**src/rtl/mux_sel_rr_scheduler_pkg.sv**
```systemverilog
// Shared state type and default parameters for the round-robin mux-select scheduler.
package mux_sched_pkg;

  typedef enum logic {IDLE, GRANT} sched_state_t;

  localparam int N_DEF        = 8;
  localparam int SEL_W_DEF    = 3;
  localparam int MAX_HOLD_DEF = 16;

endpackage

```
**src/rtl/mux_sel_rr_scheduler_rr_pick_next.sv**
```systemverilog
// Combinational round-robin picker: the first set bit of cand strictly after index last,
// wrapping modulo N, built as a rotating double-width priority encoder.
module rr_pick_next
  import mux_sched_pkg::*;
#(
  parameter int N     = N_DEF,
  parameter int SEL_W = SEL_W_DEF
) (
  input  logic [N-1:0]     cand,
  input  logic [SEL_W-1:0] last,
  output logic             found,
  output logic [SEL_W-1:0] idx,
  output logic [N-1:0]     onehot
);

  logic [2*N-1:0]   dbl;
  logic [N-1:0]     rot;
  logic [SEL_W:0]   start;
  logic [SEL_W-1:0] off;

  // Rotating the doubled vector puts index last+1 at bit 0, so the lowest set bit wins.
  always_comb begin
    start = {1'b0, last} + (SEL_W+1)'(1);
    dbl   = {cand, cand};
    rot   = dbl[start +: N];
    found = |rot;
    off   = '0;
    for (int i = N-1; i >= 0; i--) begin
      if (rot[i]) off = SEL_W'(i);
    end
    idx    = last + off + SEL_W'(1);
    onehot = found ? (N'(1) << idx) : '0;
  end

endmodule

```
**src/rtl/mux_sel_rr_scheduler.sv**
```systemverilog
// Round-robin scheduler owning the select of a shared N:1 mux; grants are held until released.
// Optional hold timeout with preemption is enabled by defining MUX_SCHED_HOLD_TIMEOUT_EN.
module mux_sel_rr_scheduler
  import mux_sched_pkg::*;
#(
  parameter int N        = N_DEF,
  parameter int SEL_W    = SEL_W_DEF,
  parameter int MAX_HOLD = MAX_HOLD_DEF
) (
  input  logic             clk,
  input  logic             rst,
  input  logic             en,
  input  logic [N-1:0]     req,
  output logic [SEL_W-1:0] sel,
  output logic [N-1:0]     gnt,
  output logic             gnt_valid,
  output logic             preempt
);

  if (N != 2**SEL_W) begin : g_bad_width
    $error("mux_sel_rr_scheduler: N must equal 2**SEL_W");
  end
  if (MAX_HOLD < 2) begin : g_bad_hold
    $error("mux_sel_rr_scheduler: MAX_HOLD must be at least 2");
  end

  sched_state_t     state;
  logic [SEL_W-1:0] last;
  logic             owner_req;
  logic             hold_expired;
  logic [N-1:0]     pick_cand;
  logic [SEL_W-1:0] pick_last;
  logic             pick_found;
  logic [SEL_W-1:0] pick_idx;
  logic [N-1:0]     pick_onehot;

`ifdef MUX_SCHED_HOLD_TIMEOUT_EN
  localparam int HC_W = $clog2(MAX_HOLD);
  logic [HC_W-1:0] hold_cnt;
  assign hold_expired = (hold_cnt == HC_W'(MAX_HOLD-1));
`else
  assign hold_expired = 1'b0;
  assign preempt      = 1'b0;
`endif

  assign owner_req = |(req & gnt);
  assign gnt_valid = |gnt;

  // While granted, the owner is excluded and becomes the new rotation origin.
  always_comb begin
    pick_cand = req;
    pick_last = last;
    if (state == GRANT) begin
      pick_cand = req & ~gnt;
      pick_last = sel;
    end
  end

  rr_pick_next #(.N(N), .SEL_W(SEL_W)) u_pick (
    .cand   (pick_cand),
    .last   (pick_last),
    .found  (pick_found),
    .idx    (pick_idx),
    .onehot (pick_onehot)
  );

  always_ff @(posedge clk) begin
    if (rst) begin
      state <= IDLE;
      last  <= SEL_W'(N-1);
      sel   <= '0;
      gnt   <= '0;
`ifdef MUX_SCHED_HOLD_TIMEOUT_EN
      hold_cnt <= '0;
      preempt  <= 1'b0;
`endif
    end else begin
`ifdef MUX_SCHED_HOLD_TIMEOUT_EN
      preempt  <= 1'b0;
      hold_cnt <= (state == GRANT && owner_req && !hold_expired) ? hold_cnt + HC_W'(1) : '0;
`endif
      case (state)
        IDLE: begin
          if (en && pick_found) begin
            state <= GRANT;
            gnt   <= pick_onehot;
            sel   <= pick_idx;
          end
        end
        GRANT: begin
          if (!owner_req) begin
            last <= sel;
            if (en && pick_found) begin
              gnt <= pick_onehot;
              sel <= pick_idx;
            end else begin
              state <= IDLE;
              gnt   <= '0;
            end
          end else if (hold_expired && en && pick_found) begin
            last <= sel;
            gnt  <= pick_onehot;
            sel  <= pick_idx;
`ifdef MUX_SCHED_HOLD_TIMEOUT_EN
            preempt <= 1'b1;
`endif
          end
        end
        default: state <= IDLE;
      endcase
    end
  end

endmodule
```
**config.mk**
```make
export PLATFORM = sky130hd
export DESIGN_NAME = mux_sel_rr_scheduler
export DESIGN_NICKNAME = d
export VERILOG_FILES = /design/src/rtl/mux_sel_rr_scheduler_pkg.sv /design/src/rtl/mux_sel_rr_scheduler_rr_pick_next.sv /design/src/rtl/mux_sel_rr_scheduler.sv
export SDC_FILE = /design/constraint.sdc
export NUM_CORES = 1
export LEC_CHECK = 0
export CAP_MARGIN = 20
export CORE_MARGIN = 1.5
export CORE_UTILIZATION = 60
export DETAILED_ROUTE_END_ITERATION = 6
export DONT_BUFFER_PORTS = 1
export PLACE_DENSITY_LB_ADDON = 0.15
export SETUP_SLACK_MARGIN = 0.05
export SKIP_LAST_GASP = 1
export SYNTH_ARGS = -nofsm -noshare
export SYNTH_HDL_FRONTEND = slang
export SYNTH_HIERARCHICAL = 1
export SYNTH_SLANG_ARGS = --single-unit
export TNS_END_PERCENT = 1
```
**constraint.sdc**
```tcl
create_clock -name clk -period 3.9 [get_ports clk]
set_input_delay 0.78 -clock clk [delete_from_list [all_inputs] [get_ports clk]]
set_output_delay 0.78 -clock clk [all_outputs]
set_load 0.01 [all_outputs]
```
# ---- After elaboration in Yosys (flattened, before gate mapping)
# Index checks and enable logic that the tools add are counted.
dict set report op_classes {
  n_addsub 3
  n_eq_ne 2
  shifts 2
  muxes 21
  bitwise 5
  n_reduce_logical 6
}
# cell n
set ops {}
lappend ops {{8-bit two-way mux} 5}
lappend ops {{3-bit two-way mux} 11}
lappend ops {{8-bit OR reduction} 3}
lappend ops {{8-bit bitwise AND} 2}
lappend ops {{8-bit case mux with 2 select lines} 1}
lappend ops {{16-bit by 5-bit indexed part select with 8-bit output} 1}
lappend ops {{8-bit NOT} 1}
lappend ops {{1-bit by 3-bit left shift with 8-bit output (first input constant)} 1}
lappend ops {{3-bit case mux with 2 select lines} 1}
lappend ops {{3-bit by 1-bit adder with 4-bit output (second input constant)} 1}
lappend ops {{2-bit != test (second input constant)} 2}
lappend ops {{2-bit AND reduction} 2}
lappend ops {{3-bit by 1-bit adder with 3-bit output (second input constant)} 1}
lappend ops {{3-bit adder} 1}
lappend ops {{1-bit two-way mux} 2}
lappend ops {{1-bit NOT} 2}
lappend ops {{1-bit case mux with 2 select lines} 1}
lappend ops {{1-bit logical AND} 1}
dict set report word_totals {
  reg_bits 15
  inputBits 11
  output_inout_bits 13
  word_cells 43
}

# ---- Depth between registers and ports, before layout
# Gate-level depths: netlist of the first run.
dict set report depth {
  word_depth 19
  depth_mapped 17
}

# ---- Cells and area by module
# Netlist of the first run, hierarchy kept.
# module instances cells_each area_per_inst_um2
set modules_own_cells {}
lappend modules_own_cells {mux_sel_rr_scheduler 1 92 775.7}
lappend modules_own_cells {rr_pick_next 1 104 708.2}

# ---- Least setup slack after synthesis of the first run
# OpenSTA, ideal clock, no wires.
dict set report synth_path {
  path_kind {flip-flop to flip-flop}
  from {reg state}
  to {reg gnt[3]}
  setup_time_ns 0.070
  arrival_ns 3.504
  required_time_ns 3.830
  slack_ns 0.325
  path_stages_with_launch 16
  n_path_buf 2
  period_less_slack_ns 3.575
  path_cell_list {dfxtp_1 -> clkbuf_1 -> mux2_2 -> buf_6 -> mux2i_1 -> nand2_1 -> mux4_2 -> a41oi_1 -> o31ai_1 -> a32oi_1 -> ha_1 -> fa_1 -> inv_1 -> and3_1 -> nand3_1 -> a21oi_1}
}
dict set report synth_via {
  elab_chain_cells 18
  word_cells_on_any_way 26
}
# item line
set synth_rtl {}
lappend synth_rtl {{start, declared} mux_sel_rr_scheduler.sv:27} ;# sched_state_t state;
lappend synth_rtl {{start signal, assigned} mux_sel_rr_scheduler.sv:69} ;# state <= IDLE;
lappend synth_rtl {{start signal, assigned} mux_sel_rr_scheduler.sv:85} ;# state <= GRANT;
lappend synth_rtl {{start signal, assigned} mux_sel_rr_scheduler.sv:97} ;# state <= IDLE;
lappend synth_rtl {{3-bit two-way mux (*)} mux_sel_rr_scheduler.sv:53} ;# if (state == GRANT) begin
lappend synth_rtl {{named net pick_last[0]} mux_sel_rr_scheduler.sv:32} ;# logic [SEL_W-1:0] pick_last;
lappend synth_rtl {{3-bit by 1-bit adder with 4-bit output} mux_sel_rr_scheduler_rr_pick_next.sv:23} ;# start = {1'b0, last} + (SEL_W+1)'(1);
lappend synth_rtl {{16-bit by 5-bit indexed part select with 8-bit output} mux_sel_rr_scheduler_rr_pick_next.sv:25} ;# rot = dbl[start +: N];
lappend synth_rtl {{3-bit two-way mux (8 in a row)} mux_sel_rr_scheduler_rr_pick_next.sv:29} ;# if (rot[i]) off = SEL_W'(i);
lappend synth_rtl {{3-bit adder (*)} mux_sel_rr_scheduler_rr_pick_next.sv:31} ;# idx = last + off + SEL_W'(1);
lappend synth_rtl {{3-bit by 1-bit adder with 3-bit output (*)} mux_sel_rr_scheduler_rr_pick_next.sv:31}
lappend synth_rtl {{named net pick_idx[1]} mux_sel_rr_scheduler.sv:34} ;# logic [SEL_W-1:0] pick_idx;
lappend synth_rtl {{1-bit by 3-bit left shift with 8-bit output (*)} mux_sel_rr_scheduler_rr_pick_next.sv:32} ;# onehot = found ? (N'(1) << idx) : '0;
lappend synth_rtl {{8-bit two-way mux (*)} mux_sel_rr_scheduler_rr_pick_next.sv:32}
lappend synth_rtl {{named net pick_onehot[3]} mux_sel_rr_scheduler.sv:35} ;# logic [N-1:0] pick_onehot;
lappend synth_rtl {{8-bit two-way mux} mux_sel_rr_scheduler.sv:93} ;# if (en && pick_found) begin
lappend synth_rtl {{8-bit two-way mux} mux_sel_rr_scheduler.sv:91} ;# if (!owner_req) begin
lappend synth_rtl {{8-bit case mux with 2 select lines (*)} mux_sel_rr_scheduler.sv:82} ;# case (state)
lappend synth_rtl {{end signal, assigned} mux_sel_rr_scheduler.sv:86} ;# gnt <= pick_onehot;
lappend synth_rtl {{end signal, assigned} mux_sel_rr_scheduler.sv:94} ;# gnt <= pick_onehot;
lappend synth_rtl {{end signal, assigned} mux_sel_rr_scheduler.sv:102} ;# gnt <= pick_onehot;
lappend synth_rtl {{end, declared} mux_sel_rr_scheduler.sv:15} ;# output logic [N-1:0] gnt,
# The timed path passes the listed nets; every way through them passes the cells marked *. The select of a mux whose other input is x is not followed.
# A chain may end at the register's enable or synchronous reset.

# ---- Worst setup path in the final report of the first run
dict set report layout_path {
  from {reg state}
  to {reg gnt[2]}
}
dict set report layout_via {
  word_cells_on_any_way 26
}
# item line
set layout_rtl {}
lappend layout_rtl {{8-bit two-way mux (*)} mux_sel_rr_scheduler.sv:53}
lappend layout_rtl {{named net pick_cand[7]} mux_sel_rr_scheduler.sv:31} ;# logic [N-1:0] pick_cand;
lappend layout_rtl {{16-bit by 5-bit indexed part select with 8-bit output (*)} mux_sel_rr_scheduler_rr_pick_next.sv:25}
lappend layout_rtl {{3-bit two-way mux (7 in a row)} mux_sel_rr_scheduler_rr_pick_next.sv:29}
lappend layout_rtl {{3-bit two-way mux (*)} mux_sel_rr_scheduler_rr_pick_next.sv:29}
lappend layout_rtl {{3-bit adder (*)} mux_sel_rr_scheduler_rr_pick_next.sv:31}
lappend layout_rtl {{3-bit by 1-bit adder with 3-bit output (*)} mux_sel_rr_scheduler_rr_pick_next.sv:31}
lappend layout_rtl {{named net pick_idx[2]} mux_sel_rr_scheduler.sv:34}
lappend layout_rtl {{1-bit by 3-bit left shift with 8-bit output (*)} mux_sel_rr_scheduler_rr_pick_next.sv:32}
lappend layout_rtl {{8-bit two-way mux (*)} mux_sel_rr_scheduler_rr_pick_next.sv:32}
lappend layout_rtl {{named net pick_onehot[2]} mux_sel_rr_scheduler.sv:35}
lappend layout_rtl {{8-bit two-way mux} mux_sel_rr_scheduler.sv:93}
lappend layout_rtl {{8-bit two-way mux} mux_sel_rr_scheduler.sv:91}
lappend layout_rtl {{8-bit case mux with 2 select lines (*)} mux_sel_rr_scheduler.sv:82}
# Marks and branches as above.

==> results.tsv, run 1 <==
stage	metric	value	unit
outcome	status	completed	
routing	DRC errors left	0	
sta	RSZ-0062 raised after global routing	no	
yosys	total number of yosys warnings	6	
clock_network	number of sinks driven by the clock tree	15	
clock_network	Clk Latency, worst-skew pair	0.29	ns
power_and_ir_drop	power density over the cells	1040	nW/um^2
setup_path	crit-path max cell delay	0.47	ns
setup_path	Worst EP required	4.13	ns
clock_network	clock edge transition at the registers on the reported setup and hold paths	0.09	ns
floorplan	initial standard-cell utilization of the core	65.2	%
yosys	nets in the synthesized netlist	209	
setup_path	reg-to-reg critical path startpoint	state$_SDFF_PP0_	
floorplan	Die Wd	52.7	um
placed_design	worst slack at placement	-0.0839	ns
yosys	mux contribution to synthesized area	16.4	%
power_and_ir_drop	leakage	0.624	nW
yosys	async set-or-reset flop fraction in the synthesized netlist	0	%
min_path	hold path startpoint	last[2]$_SDFFE_PP1P_	
sta	worst slack on hold paths	0.531	ns
routing	WL met1	1650	um
min_path	worst min-delay path category	flop to flop	
setup_path	data arrival time of the worst path	3.82	ns
final_layout	fraction of final layout cells with drive strength greater than 1	16.0	%
sta	worst slew pin tran	0.871	ns
final_layout	number of filler instances in the final layout	194	
yosys	xor/xnor cell area share of the yosys netlist	1.10	%
min_path	endpoint of the worst hold path	last[2]$_SDFFE_PP1P_	
routing	highest metal layer with signal wires	met4	
floorplan	standard cell core area	2280	um^2
setup_path	worst setup path category	flop to flop	
final_layout	number of inserted diodes	0	
placed_design	cell count after placement	224	
grt	via count of the first global-routing pass	1477	
setup_path	critical-path cell with the highest stage delay	a21boi_1	
yosys	post-synthesis sequential element count	15	
clock_network	CTS tree	done	
routing	met2 wire length	1990	um
sta	final worst path period share	92.1	%
routing	initial drt markers	88	
sta	upper clock frequency limit	278	MHz
routing	detailed-route wire length	4070	um
setup_path	setup slack, reg-to-reg	0.31	ns
yosys	area fraction in and, or, nand and nor cells after synthesis	24.5	%
floorplan	IO Pins	24	
sta	worst relative slew slack	41.1	%
yosys	largest family of logic cells by synthesized area	compound AO/OA/AOI/OAI gates	
yosys	post-synth cell types	48	
power_and_ir_drop	Peak VDD IR	0.761	mV
min_path	WHS Path Cells	2	
grt	Tot GR Track Use	32.7	%
clock_network	number of CTS-inserted buffers	3	
placed_design	port buffer count	0	
floorplan	Std-Cell Rows	17	
routing	Vias per Instance	6.87	
grt	Remaining Overflow, GRT	0	
sta	endpoints failing setup	0	
sta	Final WS setup	0.307	ns
placed_design	weighted congestion reported at the end of routability-driven placement	0.932	
routing	DRT Pass-1 Iters	6	
clock_network	clock root buffer	clkbuf_4	
placed_design	Area after DPL	1540	um^2
setup_path	end of the worst register-to-register path	gnt[2]$_SDFFE_PP0P_	
flow_run	Max Cap Violations	0	
final_layout	area overhead of the layout relative to synthesis	5.90	%
floorplan	Die Outline Area	2780	um^2
grt	largest net degree at the start of global routing	19	
routing	detail-routed net length per standard cell	17.9	um
placed_design	half-perimeter wire length after detailed placement	3160	um
final_layout	area used by sequential logic in the layout	300	um^2
yosys	area share of fa/ha/maj cells after synthesis	2.95	%
sta	setup skew after layout	0.000645	ns
yosys	average size of a mapped cell	7.57	um^2
sta	minimum clock period after layout	3.59	ns
floorplan	die boundary height	52.7	um
clock_network	maximum buffer depth of the clock tree	2	
yosys	post-synthesis instance area	1480	um^2
clock_network	number of H-tree branching levels	1	
setup_path	cells on worst reg2reg path	15	
setup_path	nature of the critical path startpoint	flop	
final_layout	Layout Nets	214	
yosys	number of synthesized flops with an enable pin	0	
clock_network	post-cts hold buffer count	0	
grt	wire length of the first global-routing pass	6650	um
setup_path	Worst Setup End Kind	flop	
power_and_ir_drop	total power consumption of the routed design	1.64	mW
final_layout	final standard cell area without fillers	1570	um^2
yosys	number of standard cells after synthesis	196	
yosys	area fraction in compound gates after synthesis	28.2	%
sta	final slew viol count	0	
final_layout	combined area of the multi-input logic cells	1100	um^2
routing	amount of wire on met3 after detailed routing	315	um
grt	antenna violations before repair	0	
routing	post-detailed-route count of antenna-violating nets	0	
yosys	part of the Yosys area used for sequential elements	20.2	%
final_layout	final cell count without fillers	228	
setup_path	worst-path cell chain	buf_4, a21boi_1, mux2i_2, nand2_1, mux4_2, a41oi_1, o31ai_1, a32oi_1, ha_1, fa_1, xor2_2, inv_2, nor3_1, nand3_1, a21oi_1	
setup_path	maximum fanout along the worst path	12	
sta	final count of hold timing violations	0	
routing	Vias	1567	
yosys	predominant post-synthesis flop cell	dfxtp_1	
timing repair:
action | CTS | global route
setup endpoints to repair | 0 | 8
setup buffers | 0 | 0
gates resized for setup | 0 | 4
layout make-up:
type / instances / share of cell area, %
tap: 28 / 2.23
multi-input combinational: 163 / 69.8
inverter: 6 / 1.43
clock buffer: 4 / 1.67
timing repair buffer: 12 / 5.73
sequential: 15 / 19.1
through the flow:
stage,TNS (ns),utilization (%)
after global routing,0,69.0
after global placement,0,67.6
after floorplan,0,-
final,0,69.0
after detailed placement,-0.186,67.6
after CTS,0,68.7
where the power goes:
part           switching [mW]  internal (mW)  total [mW]  leakage, nW
Sequential              0.102          0.219       0.321        0.123
Combinational           0.734          0.494        1.23        0.486
Clock                  0.0512         0.0399      0.0911       0.0150
Total                   0.887          0.754        1.64        0.624
how the worst max path moves through the flow:
stage | start | end | slack (ns) | cells past startpoint
floorplan | state$_SDFF_PP0_ | gnt[3]$_SDFFE_PP0P_ | 0.33 | 15
global placement | req[7] | gnt[2]$_SDFFE_PP0P_ | 0.18 | 14
detailed placement | req[7] | gnt[2]$_SDFFE_PP0P_ | -0.08 | 14
CTS | state$_SDFF_PP0_ | gnt[2]$_SDFFE_PP0P_ | 0.15 | 15
global route | state$_SDFF_PP0_ | gnt[2]$_SDFFE_PP0P_ | 0.07 | 15
finish | state$_SDFF_PP0_ | gnt[2]$_SDFFE_PP0P_ | 0.31 | 15
Yosys cell counts (3+ instances only):
master    number  share of area, %
nand2_1       25               6.3
a21oi_1       18               6.1
nand3_1       16               5.4
nor2_1        16               4.0
dfxtp_1       15                20
mux2i_1       10               6.7
o21ai_0        9               3.0
a21boi_0       8               4.0
mux2_2         6               4.6
o21ai_1        6               2.0
inv_1          5               1.3
a22oi_2        4               3.4
and3_1         4               1.7
clkbuf_1       4               1.0
nor2b_1        4               1.7
buf_2          3               1.0
cells in the final DEF, fill, tap and decap left out, drive strengths merged, types with 2 or more instances in the layout:
cell type	count
o21ai	15
nor3	2
o31ai	2
a21oi	18
inv	6
nand3b	2
nand3	16
mux2i	10
a31oi	2
mux2	6
nand4	2
a21boi	8
nor4	2
nor2	16
a22oi	5
buf	12
mux4	3
a41oi	2
nor2b	4
and3	5
and2	2
nand2	25
dfxtp	15
clkbuf	4
critical path: cells and delay by family (launching register included):
family | cells | cell delay (ns)
DFF | 1 | 0.33
AOI/OAI and AO/OA | 5 | 1.11
buffers and inverters | 2 | 0.27
and+or+nand+nor | 3 | 0.43
xor gates and xnor gates | 1 | 0.28
muxes | 2 | 0.46
adders and majority gates | 2 | 0.62
state kept, by name (all words and copies together), names as in the netlist:
name	count
gnt	8
last	3
sel	3
state	1
metal layers:
| metal | up-vias | track usage (%) |
|---|---|---|
| met5 | - | 0 |
| met4 | 0 | 15.8 |
| met3 | 19 | 6.00 |
| met2 | 93 | 56.0 |
| met1 | 724 | 38.8 |
| li1 | 731 | - |
cell families after synthesis:
logic type	count (synthesis)
simple gates	77
compound gates	62
mux	19
buf+inv	18
flops	15
fa+ha+maj	3
other cells	1
xor+xnor	1
No activity file was read; power rests on OpenSTA's default activity.
==> run 2, diff against run 1 <==
--- a/config.mk
+++ b/config.mk
@@ -6,8 +6,10 @@
 export NUM_CORES = 1
 export LEC_CHECK = 0
 export CAP_MARGIN = 20
+export CELL_PAD_IN_SITES_DETAIL_PLACEMENT = 2
+export CELL_PAD_IN_SITES_GLOBAL_PLACEMENT = 2
 export CORE_MARGIN = 1.5
-export CORE_UTILIZATION = 60
+export CORE_UTILIZATION = 36
 export DETAILED_ROUTE_END_ITERATION = 6
 export DONT_BUFFER_PORTS = 1
 export PLACE_DENSITY_LB_ADDON = 0.15
==> results.tsv, run 2 (same netlist as run 1, synthesis figures left out) <==
stage	metric	value	unit	change
setup_path	number of buffer and inverter stages on the critical path	3		was 2
final_layout	final standard cell area without fillers	1730	um^2	was 1570 um^2
setup_path	Most Frequent Cell on Critical Path	buf_4		
clock_network	Clk Latency, worst-skew pair	0.26	ns	was 0.29 ns
final_layout	number of inserted diodes	0		unchanged
clock_network	number of CTS-inserted buffers	3		unchanged
floorplan	initial standard-cell utilization of the core	37.4	%	was 65.2%
placed_design	half-perimeter wire length after detailed placement	4380	um	was 3160 um
setup_path	Worst EP required	4.09	ns	was 4.13 ns
clock_network	number of sinks driven by the clock tree	15		unchanged
placed_design	weighted congestion reported at the end of routability-driven placement	0.846		was 0.932
setup_path	cell family with most CP delay	compound AO/OA/AOI/OAI gates		unchanged
grt	wire length of the first global-routing pass	8870	um	was 6650 um
floorplan	IO Pins	24		unchanged
routing	detailed-route wire length	5980	um	was 4070 um
final_layout	register with the highest flop count	gnt		unchanged
power_and_ir_drop	leakage	0.662	nW	was 0.624 nW
floorplan	standard cell core area	3970	um^2	was 2280 um^2
outcome	status	completed		unchanged
routing	DRC errors left	0		unchanged
min_path	worst min-delay path category	flop to flop		unchanged
grt	largest net degree at the start of global routing	19		unchanged
floorplan	die boundary height	67.2	um	was 52.7 um
routing	Vias	1624		was 1567
power_and_ir_drop	Int Power	0.862	mW	was 0.754 mW
clock_network	CTS tree	done		unchanged
setup_path	nature of the critical path startpoint	flop		unchanged
sta	final count of hold timing violations	0		unchanged
sta	final slew viol count	0		unchanged
placed_design	Area after DPL	1610	um^2	was 1540 um^2
sta	minimum clock period after layout	3.77	ns	was 3.59 ns
flow_run	Max Cap Violations	0		unchanged
final_layout	flip-flop count of the largest register after layout	8		unchanged
final_layout	top library cells by usage in the layout, fill and taps aside	nand2_1 (25), buf_4 (19), a21oi_1 (18)		was nand2_1 (25), a21oi_1 (18), nor2_1 (16), nand3_1 (16), dfxtp_1 (15)
floorplan	Std-Cell Rows	23		was 17
routing	detail-routed net length per standard cell	23.3	um	was 17.9 um
final_layout	area overhead of the layout relative to synthesis	16.8	%	was 5.90%
routing	post-detailed-route count of antenna-violating nets	0		unchanged
sta	final worst path period share	96.5	%	was 92.1%
sta	upper clock frequency limit	266	MHz	was 278 MHz
final_layout	most common cell after layout, fill and taps aside	nand2_1		unchanged
setup_path	critical-path cell with the highest stage delay	a21boi_0		was a21boi_1
power_and_ir_drop	power share of the sequential group	17.3	%	was 19.6%
routing	Vias per Instance	6.32		was 6.87
clock_network	number of H-tree branching levels	1		unchanged
clock_network	maximum buffer depth of the clock tree	2		unchanged
final_layout	biggest regs	gnt x8, last x3, sel x3		unchanged
power_and_ir_drop	Peak VDD IR	0.459	mV	was 0.761 mV
clock_network	post-cts hold buffer count	0		unchanged
power_and_ir_drop	net switching power	1.01	mW	was 0.887 mW
grt	via count of the first global-routing pass	1706		was 1477
grt	antenna violations before repair	0		unchanged
final_layout	fraction of final layout cells with drive strength greater than 1	21.7	%	was 16.0%
grt	Tot GR Track Use	26.8	%	was 32.7%
power_and_ir_drop	combinational fraction of design power	75.5	%	was 74.9%
routing	initial drt markers	52		was 88
clock_network	clock edge transition at the registers on the reported setup and hold paths	0.07	ns	was 0.09 ns
setup_path	worst-path cell chain	buf_4, a21boi_0, buf_4, nand2_1, o221ai_1, a41oi_2, o31ai_1, a32oi_1, ha_1, fa_1, xor2_2, inv_2, nor3_1, nand3_1, a21oi_1		was buf_4, a21boi_1, mux2i_2, nand2_1, mux4_2, a41oi_1, o31ai_1, a32oi_1, ha_1, fa_1, xor2_2, inv_2, nor3_1, nand3_1, a21oi_1
sta	setup skew after layout	0.00559	ns	was 0.000645 ns
floorplan	Die Outline Area	4520	um^2	was 2780 um^2
routing	DRT Pass-1 Iters	6		unchanged
setup_path	maximum fanout along the worst path	12		unchanged
final_layout	Layout Nets	221		was 214
placed_design	port buffer count	0		unchanged
power_and_ir_drop	fraction of power consumed by the clock network	7.2	%	was 5.6%
power_and_ir_drop	power density over the cells	1080	nW/um^2	was 1040 nW/um^2
sta	worst relative slew slack	45.5	%	was 41.1%
sta	endpoints failing setup	0		unchanged
grt	Remaining Overflow, GRT	0		unchanged
setup_path	crit-path max cell delay	0.46	ns	was 0.47 ns
sta	Setup TNS Final	0	ns	unchanged
sta	worst slew pin tran	0.807	ns	was 0.871 ns
setup_path	Worst Setup End Kind	flop		unchanged
floorplan	Die Wd	67.2	um	was 52.7 um
setup_path	data arrival time of the worst path	3.96	ns	was 3.82 ns
power_and_ir_drop	switching part of the total power	54.0	%	was 54.1%
setup_path	worst setup path category	flop to flop		unchanged
clock_network	clock root buffer	clkbuf_8		was clkbuf_4
==> run 2: cell types whose count changed in the layout (fill, tap and decap cells not counted), sizes merged <==
| cell | previous run | this run |
|---|---|---|
| buf | 12 | 19 |
| clkbuf | 4 | 3 |
| clkinvlp | 0 | 1 |
==> run 2: metrics by stage <==
step	util, %	power (mW)	worst slack [ns]	hold slack (ns)	instances
final	43.6	1.87	0.135	0.516	257
after global routing	43.6	2.03	-0.0196	0.550	257
after CTS	41.9	1.77	0.0593	0.525	256
after detailed placement	40.5	1.61	-0.0936	0.508	252
after global placement	40.5	1.54	0.145	0.489	252
after floorplan	-	1.26	0.325	0.477	196
==> run 2: layout make-up <==
cell class | instances | area [um^2]
clock buffer | 3 | 41.3
clock inverter | 1 | 7.51
fill | 451 | 2240
inverter | 6 | 22.5
multi-input combinational | 163 | 1160
sequential | 15 | 300
tap | 50 | 62.6
timing repair buffer | 19 | 143
==> run 2: worst min-delay path, cell delays in order (launching register included) <==
cell     delay [ns]
dfxtp_1        0.31
nor2_1         0.09
mux2i_1        0.06
==> run 2: final timing paths <==
check	start	end	slack, ns	cells past startpoint
worst max register to register	state$_SDFF_PP0_	gnt[2]$_SDFFE_PP0P_	0.13	15
worst min register to register	last[0]$_SDFFE_PP1P_	last[0]$_SDFFE_PP1P_	0.52	2
worst max-delay path	state$_SDFF_PP0_	gnt[2]$_SDFFE_PP0P_	0.13	15
worst min-delay path	last[0]$_SDFFE_PP1P_	last[0]$_SDFFE_PP1P_	0.52	2
==> run 2: what timing repair did <==
action,in CTS,in global routing
pin swaps,0,1
resized for setup,1,11
setup endpoints to repair,1,9
setup buffers,0,1
==> run 2: power by group through the flow <==
stage | registers (mW) | logic, mW | clock network [mW]
2_1_floorplan | 0.300 | 0.958 | 0
3_3_place_gp | 0.317 | 1.22 | 0
3_5_place_dp | 0.323 | 1.29 | 0
4_1_cts | 0.324 | 1.31 | 0.136
5_1_grt | 0.333 | 1.55 | 0.147
6_report | 0.325 | 1.41 | 0.136
==> run 2: layer usage <==
layer	GRT usage [%]	vias to the layer above	wire length, um
li1	-	746	-
met1	32.1	838	2570
met2	48.4	34	3150
met3	5.83	6	210
met4	6.38	0	48
met5	0	-	0
